File: config.mk
export PLATFORM = sky130hd
export DESIGN_NAME = memwb_arbiter
export DESIGN_NICKNAME = d
export VERILOG_FILES = /design/src/rtl/memwb_arbiter_pkg.sv /design/src/rtl/memwb_arbiter_ctr.sv /design/src/rtl/memwb_arbiter.sv
export SDC_FILE = /design/constraint.sdc
export NUM_CORES = 1
export LEC_CHECK = 0
export CORE_AREA = 2 2 113 115
export DETAILED_ROUTE_END_ITERATION = 7
export DIE_AREA = 0 0 115 117
export PLACE_DENSITY = 0.72
export SLEW_MARGIN = 20
export SYNTH_ARGS = -nofsm -noshare
export SYNTH_HDL_FRONTEND = slang
export SYNTH_SLANG_ARGS = --single-unit
File: constraint.sdc
create_clock -name clk_i -period 2.5 [get_ports clk_i]
set_input_delay 0.375 -clock clk_i [delete_from_list [all_inputs] [get_ports clk_i]]
set_output_delay 0.375 -clock clk_i [all_outputs]
set_load 0.02 [all_outputs]
File: src/rtl/memwb_arbiter_pkg.sv
// Shared definitions for the memory wishbone arbiter.
// Holds the default bus widths, the default outstanding-transfer limit and
// the arbiter FSM state encoding used by the RTL and by anything that
// decodes the debug state output.
package memwb_arbiter_pkg;

  localparam int NOR_ADDR_BITS  = 24;
  localparam int NOR_DATA_BITS  = 32;
  localparam int MAXOUT_DEFAULT = 16;

  typedef enum logic [1:0] {
    ARB_IDLE   = 2'd0,
    ARB_GRANT0 = 2'd1,
    ARB_GRANT1 = 2'd2,
    ARB_DRAIN  = 2'd3
  } arb_state_e;

endpackage

File: src/rtl/memwb_arbiter_ctr.sv
// wb_outstanding_ctr: counts wishbone transfers that have been accepted
// (stb taken) but not yet answered (ack/err).
// Ports:
//   clk_i, reset_i : clock, asynchronous active-high reset
//   inc_i          : a strobe was accepted by the slave this cycle
//   dec_i          : an ack or err was returned this cycle
//   count_o        : current number of outstanding transfers
//   full_o         : count_o == MAXOUT
//   empty_o        : count_o == 0
module wb_outstanding_ctr #(
  parameter int MAXOUT = 16,
  parameter int CW     = $clog2(MAXOUT + 1)
) (
  input  logic          clk_i,
  input  logic          reset_i,
  input  logic          inc_i,
  input  logic          dec_i,
  output logic [CW-1:0] count_o,
  output logic          full_o,
  output logic          empty_o
);

  logic [CW-1:0] count_q, count_d;
  logic          inc_eff, dec_eff;

  assign full_o  = (count_q == CW'(MAXOUT));
  assign empty_o = (count_q == '0);
  assign count_o = count_q;

  // A response with nothing outstanding is spurious and must not underflow;
  // an increment at the limit cannot happen (stb is gated) but is guarded.
  assign inc_eff = inc_i && !full_o;
  assign dec_eff = dec_i && !empty_o;

  always_comb begin
    count_d = count_q;
    if (inc_eff && !dec_eff) begin
      count_d = count_q + CW'(1);
    end else if (!inc_eff && dec_eff) begin
      count_d = count_q - CW'(1);
    end
  end

  always_ff @(posedge clk_i or posedge reset_i) begin
    if (reset_i) begin
      count_q <= '0;
    end else begin
      count_q <= count_d;
    end
  end

endmodule

File: src/rtl/memwb_arbiter.sv
// memwb_arbiter: two-master to one-slave wishbone (pipelined) arbiter for the
// NOR memory port. Master 0 is the QSPI front end, master 1 the auxiliary
// engine. A master keeps the bus for as long as its cyc is high; when it
// drops cyc with responses still pending the arbiter drains them (bus cyc
// held, stb low, responses swallowed) before returning to idle.
// Ports:
//   clk_i, reset_i        : clock, asynchronous active-high reset
//   mN_* (N=0,1)          : wishbone master-side slave ports
//   s_*                   : wishbone master port toward the memory slave
//   grant_o               : one-hot current owner, 00 when idle/draining
//   dbg_state_o           : FSM state (arb_state_e encoding)
//   dbg_count_o           : outstanding transfer count
// Handshake: a beat is transferred on a cycle where stb is high and stall is
// low; every transferred beat is answered by exactly one ack or err cycle.
module memwb_arbiter
  import memwb_arbiter_pkg::*;
#(
  parameter int ADDRBITS = NOR_ADDR_BITS,
  parameter int DATABITS = NOR_DATA_BITS,
  parameter int MAXOUT   = MAXOUT_DEFAULT
) (
  input  logic                          clk_i,
  input  logic                          reset_i,
  input  logic                          m0_cyc_i,
  input  logic                          m0_stb_i,
  input  logic                          m0_we_i,
  input  logic [ADDRBITS-1:0]           m0_adr_i,
  input  logic [DATABITS-1:0]           m0_dat_i,
  output logic                          m0_ack_o,
  output logic                          m0_err_o,
  output logic                          m0_stall_o,
  output logic [DATABITS-1:0]           m0_dat_o,
  input  logic                          m1_cyc_i,
  input  logic                          m1_stb_i,
  input  logic                          m1_we_i,
  input  logic [ADDRBITS-1:0]           m1_adr_i,
  input  logic [DATABITS-1:0]           m1_dat_i,
  output logic                          m1_ack_o,
  output logic                          m1_err_o,
  output logic                          m1_stall_o,
  output logic [DATABITS-1:0]           m1_dat_o,
  output logic                          s_cyc_o,
  output logic                          s_stb_o,
  output logic                          s_we_o,
  output logic [ADDRBITS-1:0]           s_adr_o,
  output logic [DATABITS-1:0]           s_dat_o,
  input  logic                          s_ack_i,
  input  logic                          s_err_i,
  input  logic                          s_stall_i,
  input  logic [DATABITS-1:0]           s_dat_i,
  output logic [1:0]                    grant_o,
  output logic [1:0]                    dbg_state_o,
  output logic [$clog2(MAXOUT+1)-1:0]   dbg_count_o
);

  localparam int CW = $clog2(MAXOUT + 1);

  arb_state_e    state_q, state_d;
  logic          last_served_q, last_served_d;
  logic [CW-1:0] count;
  logic          full, empty;

  wb_outstanding_ctr #(.MAXOUT(MAXOUT), .CW(CW)) u_ctr (
    .clk_i   (clk_i),
    .reset_i (reset_i),
    .inc_i   (s_stb_o && !s_stall_i),
    .dec_i   (s_ack_i || s_err_i),
    .count_o (count),
    .full_o  (full),
    .empty_o (empty)
  );

  always_ff @(posedge clk_i or posedge reset_i) begin
    if (reset_i) begin
      state_q       <= ARB_IDLE;
      last_served_q <= 1'b1;
    end else begin
      state_q       <= state_d;
      last_served_q <= last_served_d;
    end
  end

  // Next state. Ties in IDLE go to the master not served last; a granted
  // master is never preempted and an err never ends a grant.
  always_comb begin
    state_d       = state_q;
    last_served_d = last_served_q;
    case (state_q)
      ARB_IDLE: begin
        if (m0_cyc_i && m1_cyc_i) begin
          state_d = last_served_q ? ARB_GRANT0 : ARB_GRANT1;
        end else if (m0_cyc_i) begin
          state_d = ARB_GRANT0;
        end else if (m1_cyc_i) begin
          state_d = ARB_GRANT1;
        end
        if (state_d == ARB_GRANT0) last_served_d = 1'b0;
        if (state_d == ARB_GRANT1) last_served_d = 1'b1;
      end
      ARB_GRANT0: if (!m0_cyc_i) state_d = empty ? ARB_IDLE : ARB_DRAIN;
      ARB_GRANT1: if (!m1_cyc_i) state_d = empty ? ARB_IDLE : ARB_DRAIN;
      ARB_DRAIN:  if (empty) state_d = ARB_IDLE;
      default:    state_d = ARB_IDLE;
    endcase
  end

  // Bus muxing. Responses are forwarded only when something is outstanding
  // so a spurious ack/err never reaches a master.
  always_comb begin
    s_cyc_o    = 1'b0;
    s_stb_o    = 1'b0;
    s_we_o     = 1'b0;
    s_adr_o    = '0;
    s_dat_o    = '0;
    m0_ack_o   = 1'b0;
    m0_err_o   = 1'b0;
    m0_stall_o = 1'b1;
    m0_dat_o   = '0;
    m1_ack_o   = 1'b0;
    m1_err_o   = 1'b0;
    m1_stall_o = 1'b1;
    m1_dat_o   = '0;
    case (state_q)
      ARB_GRANT0: begin
        s_cyc_o    = m0_cyc_i;
        s_stb_o    = m0_stb_i && !full;
        s_we_o     = m0_we_i;
        s_adr_o    = m0_adr_i;
        s_dat_o    = m0_dat_i;
        m0_stall_o = s_stall_i || full;
        m0_ack_o   = s_ack_i && !empty;
        m0_err_o   = s_err_i && !empty;
        m0_dat_o   = s_dat_i;
      end
      ARB_GRANT1: begin
        s_cyc_o    = m1_cyc_i;
        s_stb_o    = m1_stb_i && !full;
        s_we_o     = m1_we_i;
        s_adr_o    = m1_adr_i;
        s_dat_o    = m1_dat_i;
        m1_stall_o = s_stall_i || full;
        m1_ack_o   = s_ack_i && !empty;
        m1_err_o   = s_err_i && !empty;
        m1_dat_o   = s_dat_i;
      end
      ARB_DRAIN: s_cyc_o = 1'b1;
      default: ;
    endcase
  end

  assign grant_o     = {state_q == ARB_GRANT1, state_q == ARB_GRANT0};
  assign dbg_state_o = state_q;
  assign dbg_count_o = count;

endmodule

# Yosys cells after proc, flatten, opt, wreduce, memory -nomap -nowiden
# Cells that the tools add are included.
dict set report op_classes {
  addsub 2
  n_eq_ne 9
  muxes 27
  reduce_logical 23
}
# cell n
set op_table {}
lappend op_table {{$mux 32} 2}
lappend op_table {{$pmux 32 s2} 1}
lappend op_table {{$pmux 24 s2} 1}
lappend op_table {{$mux 2} 9}
lappend op_table {{$logic_and 1x1->1} 10}
lappend op_table {{$mux 5} 2}
lappend op_table {{$mux 1} 8}
lappend op_table {{$pmux 2 s4} 1}
lappend op_table {{$eq 2x2->1 const B} 3}
lappend op_table {{$ne 2x2->1 const B} 3}
lappend op_table {{$add 5x1->5 const B} 1}
lappend op_table {{$eq 5x5->1 const B} 1}
lappend op_table {{$logic_not 1->1} 5}
lappend op_table {{$logic_not 5->1} 1}
lappend op_table {{$sub 5x1->5 const B} 1}
lappend op_table {{$eq 2x1->1 const B} 2}
lappend op_table {{$pmux 1 s2} 2}
lappend op_table {{$reduce_bool 2->1} 2}
lappend op_table {{$pmux 1 s3} 1}
lappend op_table {{$reduce_and 3->1} 1}
lappend op_table {{$logic_not 2->1} 1}
lappend op_table {{$logic_or 1x1->1} 2}
lappend op_table {{$reduce_and 2->1} 1}
dict set report totals {
  regBits 8
  input_bits 155
  output_inout_bits 138
  elab_cells 64
}

# Logic depth before layout (Yosys ltp)
# Gate-level depths: netlist of the first run.
dict set report depth {
  word_depth 10
  mapped_depth 11
  mapped_depth_nobuf 11
}

# By module
# From an unflattened synthesis of the first run, not the netlist that was laid out.
dict set report unflattened {
  cells_unflattened 288
  hier_area_um2 2119.5
}
# module instances cells_per_inst area_per_inst_um2 seq_area_each_um2
set by_module_without_submodules {}
lappend by_module_without_submodules {memwb_arbiter 1 245 1696.6 76.3}
lappend by_module_without_submodules {wb_outstanding_ctr 1 43 422.9 125.1}

# Worst setup path after synthesis of the first run
# OpenSTA, ideal clock, no wires.
dict set report synth_timing {
  kind {flip-flop to flip-flop}
  from {reg state_q[0], in the netlist dbg_state_o[0]}
  to {reg u_ctr.count_q[3], in the netlist u_ctr.count_o[3]}
  setup_ns 0.130
  arrival_time_ns 2.608
  required_ns 2.370
  path_slack_ns -0.238
  stages_incl_launch_ff 12
  n_path_buf 0
  synth_period_minus_slack_ns 2.738
  path_cell_list {dfrtp_1 -> inv_1 -> ha_1 -> mux2_2 -> and3_1 -> ha_1 -> inv_1 -> ha_1 -> a21o_2 -> a21oi_1 -> xor2_1 -> o21ai_0}
}
dict set report synth_between {
  elab_chain_cells 7
  word_cells_on_any_way 10
  classes_between {eq/ne: 2; mux: 2; reduce/logical: 6}
}
# element line_no
set synth_lines {}
lappend synth_lines {{start, declared} memwb_arbiter.sv:58} ;# arb_state_e state_q, state_d;
lappend synth_lines {{start signal, assigned} memwb_arbiter.sv:78} ;# state_q <= state_d;
lappend synth_lines {{$eq 2x2->1 *} --}
lappend synth_lines {{net grant_o[1]} memwb_arbiter.sv:51} ;# output logic [1:0] grant_o,
lappend synth_lines {{$pmux 1 s2 *} memwb_arbiter.sv:123} ;# case (state_q)
lappend synth_lines {{$logic_and 1x1->1 *} memwb_arbiter.sv:66} ;# .inc_i (s_stb_o && !s_stall_i),
lappend synth_lines {{$logic_and 1x1->1 *} memwb_arbiter_ctr.sv:32} ;# assign inc_eff = inc_i && !full_o;
lappend synth_lines {{$logic_not 1->1} memwb_arbiter_ctr.sv:39} ;# end else if (!inc_eff && dec_eff) begin
lappend synth_lines {{$logic_and 1x1->1} memwb_arbiter_ctr.sv:39}
lappend synth_lines {{$reduce_bool 2->1 (no source line)} --}
lappend synth_lines {{end signal, assigned} memwb_arbiter_ctr.sv:48} ;# count_q <= count_d;
lappend synth_lines {{end, declared} memwb_arbiter_ctr.sv:23} ;# logic [CW-1:0] count_q, count_d;
# Mark *: on every way through the listed nets, which the timed path passes. The rest lies on a longest branch.
# A chain may end at the register's enable or synchronous reset.

# Worst setup path after layout of the first run
dict set report layout_timing {
  from {reg u_ctr.count_q[2], in the netlist u_ctr.count_o[2]}
  to {reg u_ctr.count_q[4], in the netlist u_ctr.count_o[4]}
}
dict set report layout_between {
  elab_chain_cells 9
  word_cells_on_any_way 19
  classes_between {add/sub: 2; eq/ne: 1; mux: 3; reduce/logical: 13}
}
# element line_no
set layout_lines {}
lappend layout_lines {{$eq 5x5->1} memwb_arbiter_ctr.sv:26} ;# assign full_o = (count_q == CW'(MAXOUT));
lappend layout_lines {{$logic_not 1->1} {memwb_arbiter_ctr.sv:32, memwb_arbiter.sv:126, memwb_arbiter.sv:137}}
lappend layout_lines {{$logic_and 1x1->1, on equally long branches} {memwb_arbiter.sv:137, memwb_arbiter.sv:126}}
lappend layout_lines {{$pmux 1 s2} memwb_arbiter.sv:123}
lappend layout_lines {{$logic_and 1x1->1} memwb_arbiter.sv:66}
lappend layout_lines {{$logic_and 1x1->1} memwb_arbiter_ctr.sv:32}
lappend layout_lines {{$logic_not 1->1} memwb_arbiter_ctr.sv:39}
lappend layout_lines {{$logic_and 1x1->1} memwb_arbiter_ctr.sv:39}
lappend layout_lines {{$reduce_bool 2->1 (no source line)} --}
# Several ways; a longest one is shown, not always the timed one. The select of a mux whose other input is x is not followed.

==> results of run 1 <==
## worst max path at each step
stage               depth (start not counted)                    startpoint  slack (ns)                           end
floorplan                                  11    dbg_state_o[0]$_DFFE_PP0P_        0.02  u_ctr.count_o[3]$_DFFE_PP0P_
global placement                           10                      m1_stb_i      -0.009  u_ctr.count_o[3]$_DFFE_PP0P_
detailed placement                         10                      m0_stb_i       -0.03  u_ctr.count_o[3]$_DFFE_PP0P_
CTS                                        11    dbg_state_o[0]$_DFFE_PP0P_      -0.003  u_ctr.count_o[3]$_DFFE_PP0P_
global route                               12  u_ctr.count_o[2]$_DFFE_PP0P_       -0.09  u_ctr.count_o[4]$_DFFE_PP0P_
finish                                     12  u_ctr.count_o[2]$_DFFE_PP0P_      -0.009  u_ctr.count_o[4]$_DFFE_PP0P_
## cell type report
class                           instances  area, um^2  area share
Sequential cell                         8       205.2     0.03804
Timing Repair Buffer                  311        3151      0.5841
Clock buffer                            4       78.83     0.01461
Multi-Input combinational cell        236        1745      0.3236
Tap cell                              150       187.7     0.03479
Inverter                                5       26.28    0.004871
## power by group through the flow
stage / Sequential, mW / Clock, mW / Combinational (mW)
6_report: 0.322 / 0.277 / 5.84
5_1_grt: 0.336 / 0.290 / 6.25
4_1_cts: 0.319 / 0.279 / 5.74
3_5_place_dp: 0.308 / 0 / 5.73
3_3_place_gp: 0.304 / 0 / 5.66
2_1_floorplan: 0.380 / 0 / 3.02
## worst reg2reg max path, cell delays in order (launching register included)
cell      delay (ns)
dfrtp_2         0.43
nor4_4          0.31
buf_4           0.17
nand2b_2        0.06
o21ai_0         0.09
ha_2            0.24
clkinv_4        0.10
buf_6           0.13
ha_4            0.28
nand3_2         0.11
and3_4          0.19
o21bai_2        0.16
xnor2_1         0.15
## cell families (layout without fill, tap and decap cells)
| logic type | count (synthesis) | count (layout) | share of synthesized area |
|---|---|---|---|
| DFF | 8 | 8 | 0.1020 |
| muxes | 3 | 3 | 0.01711 |
| AOI/OAI and AO/OA | 75 | 75 | 0.2744 |
| and+or+nand+nor | 143 | 143 | 0.4525 |
| adders and majority gates | 11 | 11 | 0.07351 |
| buffers and inverters | 31 | 320 | 0.06274 |
| xor gates and xnor gates | 4 | 4 | 0.01775 |
## cells in the final DEF (no fill, tap or decap), types with 4 or more instances in the layout
cell             count
dlymetal6s2s_1      10
buf_12               5
o21ai_0              4
ha_1                 4
and2_1              64
dlygate4sd2_1       55
buf_4               13
and3_2               4
a22oi_1             57
dfrtp_1              4
nand2_1              6
ha_4                 5
nor2b_1             59
a21oi_2              4
clkdlybuf4s50_1    224
## registers in the layout (all words and copies together), names as in the netlist
signal	cells
u_ctr.count_o	5
dbg_state_o	2
last_served_q	1
## stage by stage
stage / total power, mW / area, um^2 / TNS, ns / std cells / hold slack, ns
after floorplan: 3.399 / 1989 / 0 / 275 / 0.1898
after global placement: 5.968 / 5140 / -0.008580 / 701 / 0.5363
after detailed placement: 6.036 / 5140 / -0.06556 / 701 / 0.5541
after CTS: 6.340 / 5303 / -0.003368 / 710 / 0.4013
after global routing: 6.874 / 5394 / -0.1437 / 714 / 0.4184
final: 6.443 / 5394 / -0.008550 / 714 / 0.3868
## repair_timing
action,4_1_cts,5_1_grt
gates cloned,2,0
endpoints found under the hold margin,0,0
hold buffers,0,0
endpoints found under the setup margin,58,38
pin swaps,3,5
resized for setup,66,21
setup buffers,3,4
## metal layers
metal / wire, um / vias up / track usage
li1: - / 1533 / -
met1: 4812 / 1468 / 0.1895
met2: 6127 / 124 / 0.2729
met3: 1013 / 10 / 0.03605
met4: 115 / 0 / 0.02169
met5: 0 / - / 0
==> flow_metrics.tcl, run 1 <==
set metrics [dict create \
    final_core_utilization 0.4381 \
    layout_cell_share_with_drive_strength_beyond_1 0.09929 \
    cpPeakStageDelay_ns 0.43 \
    dp_worst_setup_slack_ns -0.03472 \
    finalCriticalPeriod_ns 2.509 \
    port_buffers 292 \
    grt_pass1_wl_um 16250 \
    die_area_um2 13460 \
    ys_seq_elements 8 \
    detail_route.wl_per_cell_um 16.90 \
    mapped_cells 275 \
    report.final.slew_viol_count 0 \
    reg2reg_from "u_ctr.count_o[2]$_DFFE_PP0P_" \
    grt_max_degree 47 \
    critical_path.reg2reg.endpoint "u_ctr.count_o[4]$_DFFE_PP0P_" \
    clock_power_share 0.043 \
    net_switching_power_mw 3.177 \
    timing.max_cap.violations 0 \
    cts_buffers 3 \
    critical_path.endpoint_type "flip-flop" \
    max-clock-path-buffers 2 \
    worst-path-buf-inv 3 \
    antenna_cells 0 \
    critical-path-slowest-cell "dfrtp_2" \
    power.ir.vdd_worst_v 0.0007354 \
    violations_in_the_final_reports "setup timing" \
    hold_viol_final 0 \
    timing.final.ws_setup_ns -0.008550 \
    clock_skew_ns 0.002898 \
    cts.reportedPaths.clkPinSlew_ns 0.04 \
    drt_pre_antenna_iters 4 \
    p_per_area_nw_per_um2 1195 \
    grt_overflow_total 0 \
    sw_frac_of_total 0.4931 \
    synth_flop_cell "dfrtp_1" \
    min-delay-path-class "primary input to asynchronous set/reset pin" \
    gr-usage-all-layers 0.1520 \
    hpwl_um 9013 \
    number_of_enable_flip_flop_cells_after_synthesis 0 \
    syn_area_per_cell_um2 7.180 \
    r2r.worst_path.cells 12 \
    path_class "flip-flop to flip-flop" \
    initial_utilization 0.1604 \
    dr_total_vias 3135 \
    critical_path.cell_chain "nor4_4, buf_4, nand2b_2, o21ai_0, ha_2, clkinv_4, buf_6, ha_4, nand3_2, and3_4, o21bai_2, xnor2_1" \
    report.final.setup_viol 1 \
    synthesis.area_um2 1974 \
    proportion_of_synthesized_flip_flops_having_asynchronous_set_or_reset 1.000 \
    clock_latency_ns 0.23 \
    yosys_warnings 0 \
    min_period_over_period 1.003 \
    maxSlewHeadroom 0.8028 \
    synth.distinct_cells 30 \
    synth_fp_nets 441 \
    ios 293 \
    floorplan.die.width_um 115 \
    core_um2 12310 \
    worst_slew_pin_slew_ns 0.2954 \
    power_report.internal_total_mw 3.266 \
    cts_root_buffer "clkbuf_16" \
    drc 0 \
    remaining_antenna_violation_count 0 \
    yosys.area.top_type_share 0.2167 \
    power_frac_seq 0.050 \
    start_kind "flip-flop" \
    number_of_levels_in_the_clock_h_tree 1 \
    clock.fmax_mhz 398.6 \
    clock_sinks 8 \
    antenna_violations_before_repair 0 \
    wirelength_um 12070 \
    via_per_inst 4.391 \
    drt_iter0_drc 131 \
    placementRows 41 \
    layout.nets 731 \
    synth_sequential_area_ratio 0.1020 \
    die_h_um 117 \
    cts_tree "done" \
    pwr-share-comb 0.907 \
    placer_congestion 0.7846 \
    critical_path.top_delay_family "simple AND/OR/NAND/NOR gates" \
    synth.cells.most_frequent "and2_1, nor2b_1, a22oi_1" \
    crit_path_max_fanout 6 \
    most_frequent_cell_after_synthesis "and2_1" \
    status "finished, violations left" \
    fill_cells 1215 \
    arrival_ns 2.65 \
    yosys.area.top_type "a22oi_1" \
    power.static_leakage_nw 2.368 \
    r2r_slack_ns -0.009 \
    first_global_vias 2966 \
    area_growth_from_synthesis_to_final_layout_pct 173.2 \
    synth_area_leaders "a22oi_1, and2_1, nor2b_1, dfrtp_1, ha_1" \
    critical_path_required_ns 2.65 \
]
Note: power is estimated with default switching activity, not from simulation.
==> inputs of run 2 (changes only) <==
- CORE_AREA: 2 2 113 115 -> 2 2 114 116
- DIE_AREA: 0 0 115 117 -> 0 0 116 118
- PLACE_DENSITY: 0.72 -> 0.69
- clock period: 2.5 -> 3 ns (I/O delays scaled with it)
==> run 2 against run 1 <==
The flow now finishes without violations. Via count is 3.0% lower. Core utilization is 2.2 points lower. Critical path type is now flip-flop to primary output. Clock skew is 0.0022 ns lower. Routed wire length is 14% lower. Clock power is 14% lower. Global-route usage is 1.6 points lower. Largest power group unchanged. Hold slack better by 0.087 ns. Non-clock buffer count is 14 lower. Combinational power is 22% lower. Total power is 22% lower. Clock-buffer cell count stayed put. Largest cell class unchanged.
==> flow_metrics.tcl, run 2 (same netlist as run 1, synthesis figures left out) <==
set metrics [dict create \
    final.setup.tns_ns 0 \
    area_growth_from_synthesis_to_final_layout_pct 161.7 \
    layout_cell_share_with_drive_strength_beyond_1 0.04000 \
    ios 293 \
    gr-usage-met1 0.1558 \
    fill_cells 1242 \
    dr_total_vias 3041 \
    cts.repair_timing.setup_buffer_count 0 \
    layout.cells.most_common_list "clkdlybuf4s50_1, and2_1, nor2b_1" \
    cpPeakStageDelay_ns 0.63 \
    placer_congestion 0.8916 \
    hold_viol_final 0 \
    initial_utilization 0.1590 \
    wirelength_um 10340 \
    antenna_cells 0 \
    via_per_inst 4.212 \
    placedInstanceArea_um2 5087 \
    maxSlewHeadroom 0.7294 \
    cts.reportedPaths.clkPinSlew_ns 0.04 \
    post-route-cell-area_um2 5166 \
    min_period_over_period 0.9377 \
    grt-busiest-layer "met2" \
    cts_buffers 3 \
    layout.nets 717 \
    final_common_cell "clkdlybuf4s50_1" \
    global_route.usage.met2 0.2580 \
    use_met3 0.03244 \
    critical_path_required_ns 2.55 \
    first_global_vias 2959 \
    finalCriticalPeriod_ns 2.813 \
    post_cts_hold_buffer_count 0 \
    hpwl_um 8276 \
    worst-path-buf-inv 3 \
    critical_path.top_delay_family "buffers and inverters" \
    antenna_violations_before_repair 0 \
    floorplan.die.width_um 116 \
    power.static_leakage_nw 1.865 \
    power.ir.vdd_worst_v 0.001102 \
    cts_tree "done" \
    cts_resized 0 \
    die_area_um2 13690 \
    report.final.setup_viol 0 \
    clock_sinks 8 \
    number_of_levels_in_the_clock_h_tree 1 \
    grt_max_degree 95 \
    timing.max_cap.violations 0 \
    clock_latency_ns 0.24 \
    port_buffers 292 \
    remaining_antenna_violation_count 0 \
    p_per_area_nw_per_um2 976.4 \
    report.final.slew_viol_count 0 \
    grt_overflow_total 0 \
    detail_route.wl_per_cell_um 14.32 \
    drt_pre_antenna_iters 4 \
    critical-path-slowest-cell "clkdlybuf4s50_1" \
    cts_root_buffer "clkbuf_16" \
    largest_register_ffs 5 \
    min-delay-path-class "primary input to asynchronous set/reset pin" \
    critical_path.cell_chain "inv_1, ha_2, buf_12, a22oi_1, nor2b_1, clkdlybuf4s50_1" \
    placementRows 41 \
    crit_path_max_fanout 94 \
    max-clock-path-buffers 2 \
    worst_slew_pin_slew_ns 0.4059 \
    core_um2 12410 \
    rsz_0062_raised_after_global_routing "no" \
    critical_path.endpoint_type "primary output" \
    arrival_ns 2.36 \
    clock.fmax_mhz 355.5 \
    drt_iter0_drc 89 \
    start_kind "flip-flop" \
    status "completed" \
    drc 0 \
    grt_pass1_wl_um 15300 \
    gr-usage-all-layers 0.1361 \
    die_h_um 118 \
    path_class "flip-flop to primary output" \
    clock_skew_ns 0.0006831 \
]
==> run 2: cell types whose count changed in the layout (fill, tap and decap cells not counted), moves of 2 or more <==
cell | before | now
a21oi_2 | 4 | 1
dfrtp_1 | 4 | 7
buf_4 | 13 | 2
dfrtp_2 | 3 | 0
dlygate4sd2_1 | 55 | 0
ha_1 | 4 | 8
bufbuf_16 | 2 | 0
a21oi_1 | 3 | 6
clkdlybuf4s50_1 | 224 | 292
ha_4 | 5 | 0
dlymetal6s2s_1 | 10 | 0
inv_1 | 2 | 5
buf_12 | 5 | 3
==> run 2: final timing paths <==
check	cells after the start	slack (ns)	endpoint	startpoint
min reg2reg	1	0.57	u_ctr.count_o[4]$_DFFE_PP0P_	u_ctr.count_o[4]$_DFFE_PP0P_
min in group clk_i	1	0.57	u_ctr.count_o[4]$_DFFE_PP0P_	u_ctr.count_o[4]$_DFFE_PP0P_
max in group asynchronous	2	2.23	last_served_q$_DFFE_PP1P_	reset_i
max	6	0.19	s_dat_o[14]	dbg_state_o[0]$_DFFE_PP0P_
min	2	0.47	dbg_state_o[1]$_DFFE_PP0P_	reset_i
max reg2reg	11	0.26	u_ctr.count_o[3]$_DFFE_PP0P_	dbg_state_o[0]$_DFFE_PP0P_
==> run 2: stage by stage <==
stage / std cells / setup WS [ns] / hold slack, ns / power [mW] / util
2_1_floorplan: 275 / 0.2619 / 0.2649 / 2.812 / -
3_3_place_gp: 718 / 0.3707 / 0.5599 / 4.782 / 0.4098
3_5_place_dp: 718 / 0.2911 / 0.5666 / 4.831 / 0.4098
4_1_cts: 722 / 0.1410 / 0.4849 / 5.094 / 0.4161
5_1_grt: 722 / 0.03102 / 0.4983 / 5.379 / 0.4161
6_report: 722 / 0.1868 / 0.4743 / 5.044 / 0.4161
==> run 2: worst reg2reg max path: stages, from the launching register on <==
cell and delay (ns):
dfrtp_1 0.43, inv_1 0.14, ha_2 0.23, mux2_2 0.35, and3_1 0.19, ha_1 0.19, inv_1 0.17, ha_1 0.27
a21o_2 0.21, a21oi_1 0.17, xor2_1 0.15, o21ai_0 0.10
==> run 2: cell type report <==
cell class | count | area, um^2 | area share
inverter | 5 | 18.77 | 0.003633
multi-input combinational | 236 | 1654 | 0.3202
timing repair buffer | 297 | 2998 | 0.5803
sequential | 8 | 201.4 | 0.03899
tap | 172 | 215.2 | 0.04166
clock buffer | 4 | 78.83 | 0.01526
==> run 2: per-layer routing <==
layer | wire length, um | up-vias
li1 | - | 1501
met1 | 4008 | 1395
met2 | 5357 | 137
met3 | 880 | 8
met4 | 93 | 0
met5 | 0 | -
==> run 2: report_power, final <==
part | internal, mW | switching, mW
Sequential | 0.175 | 0.100
Combinational | 2.25 | 2.28
Clock | 0.178 | 0.0611
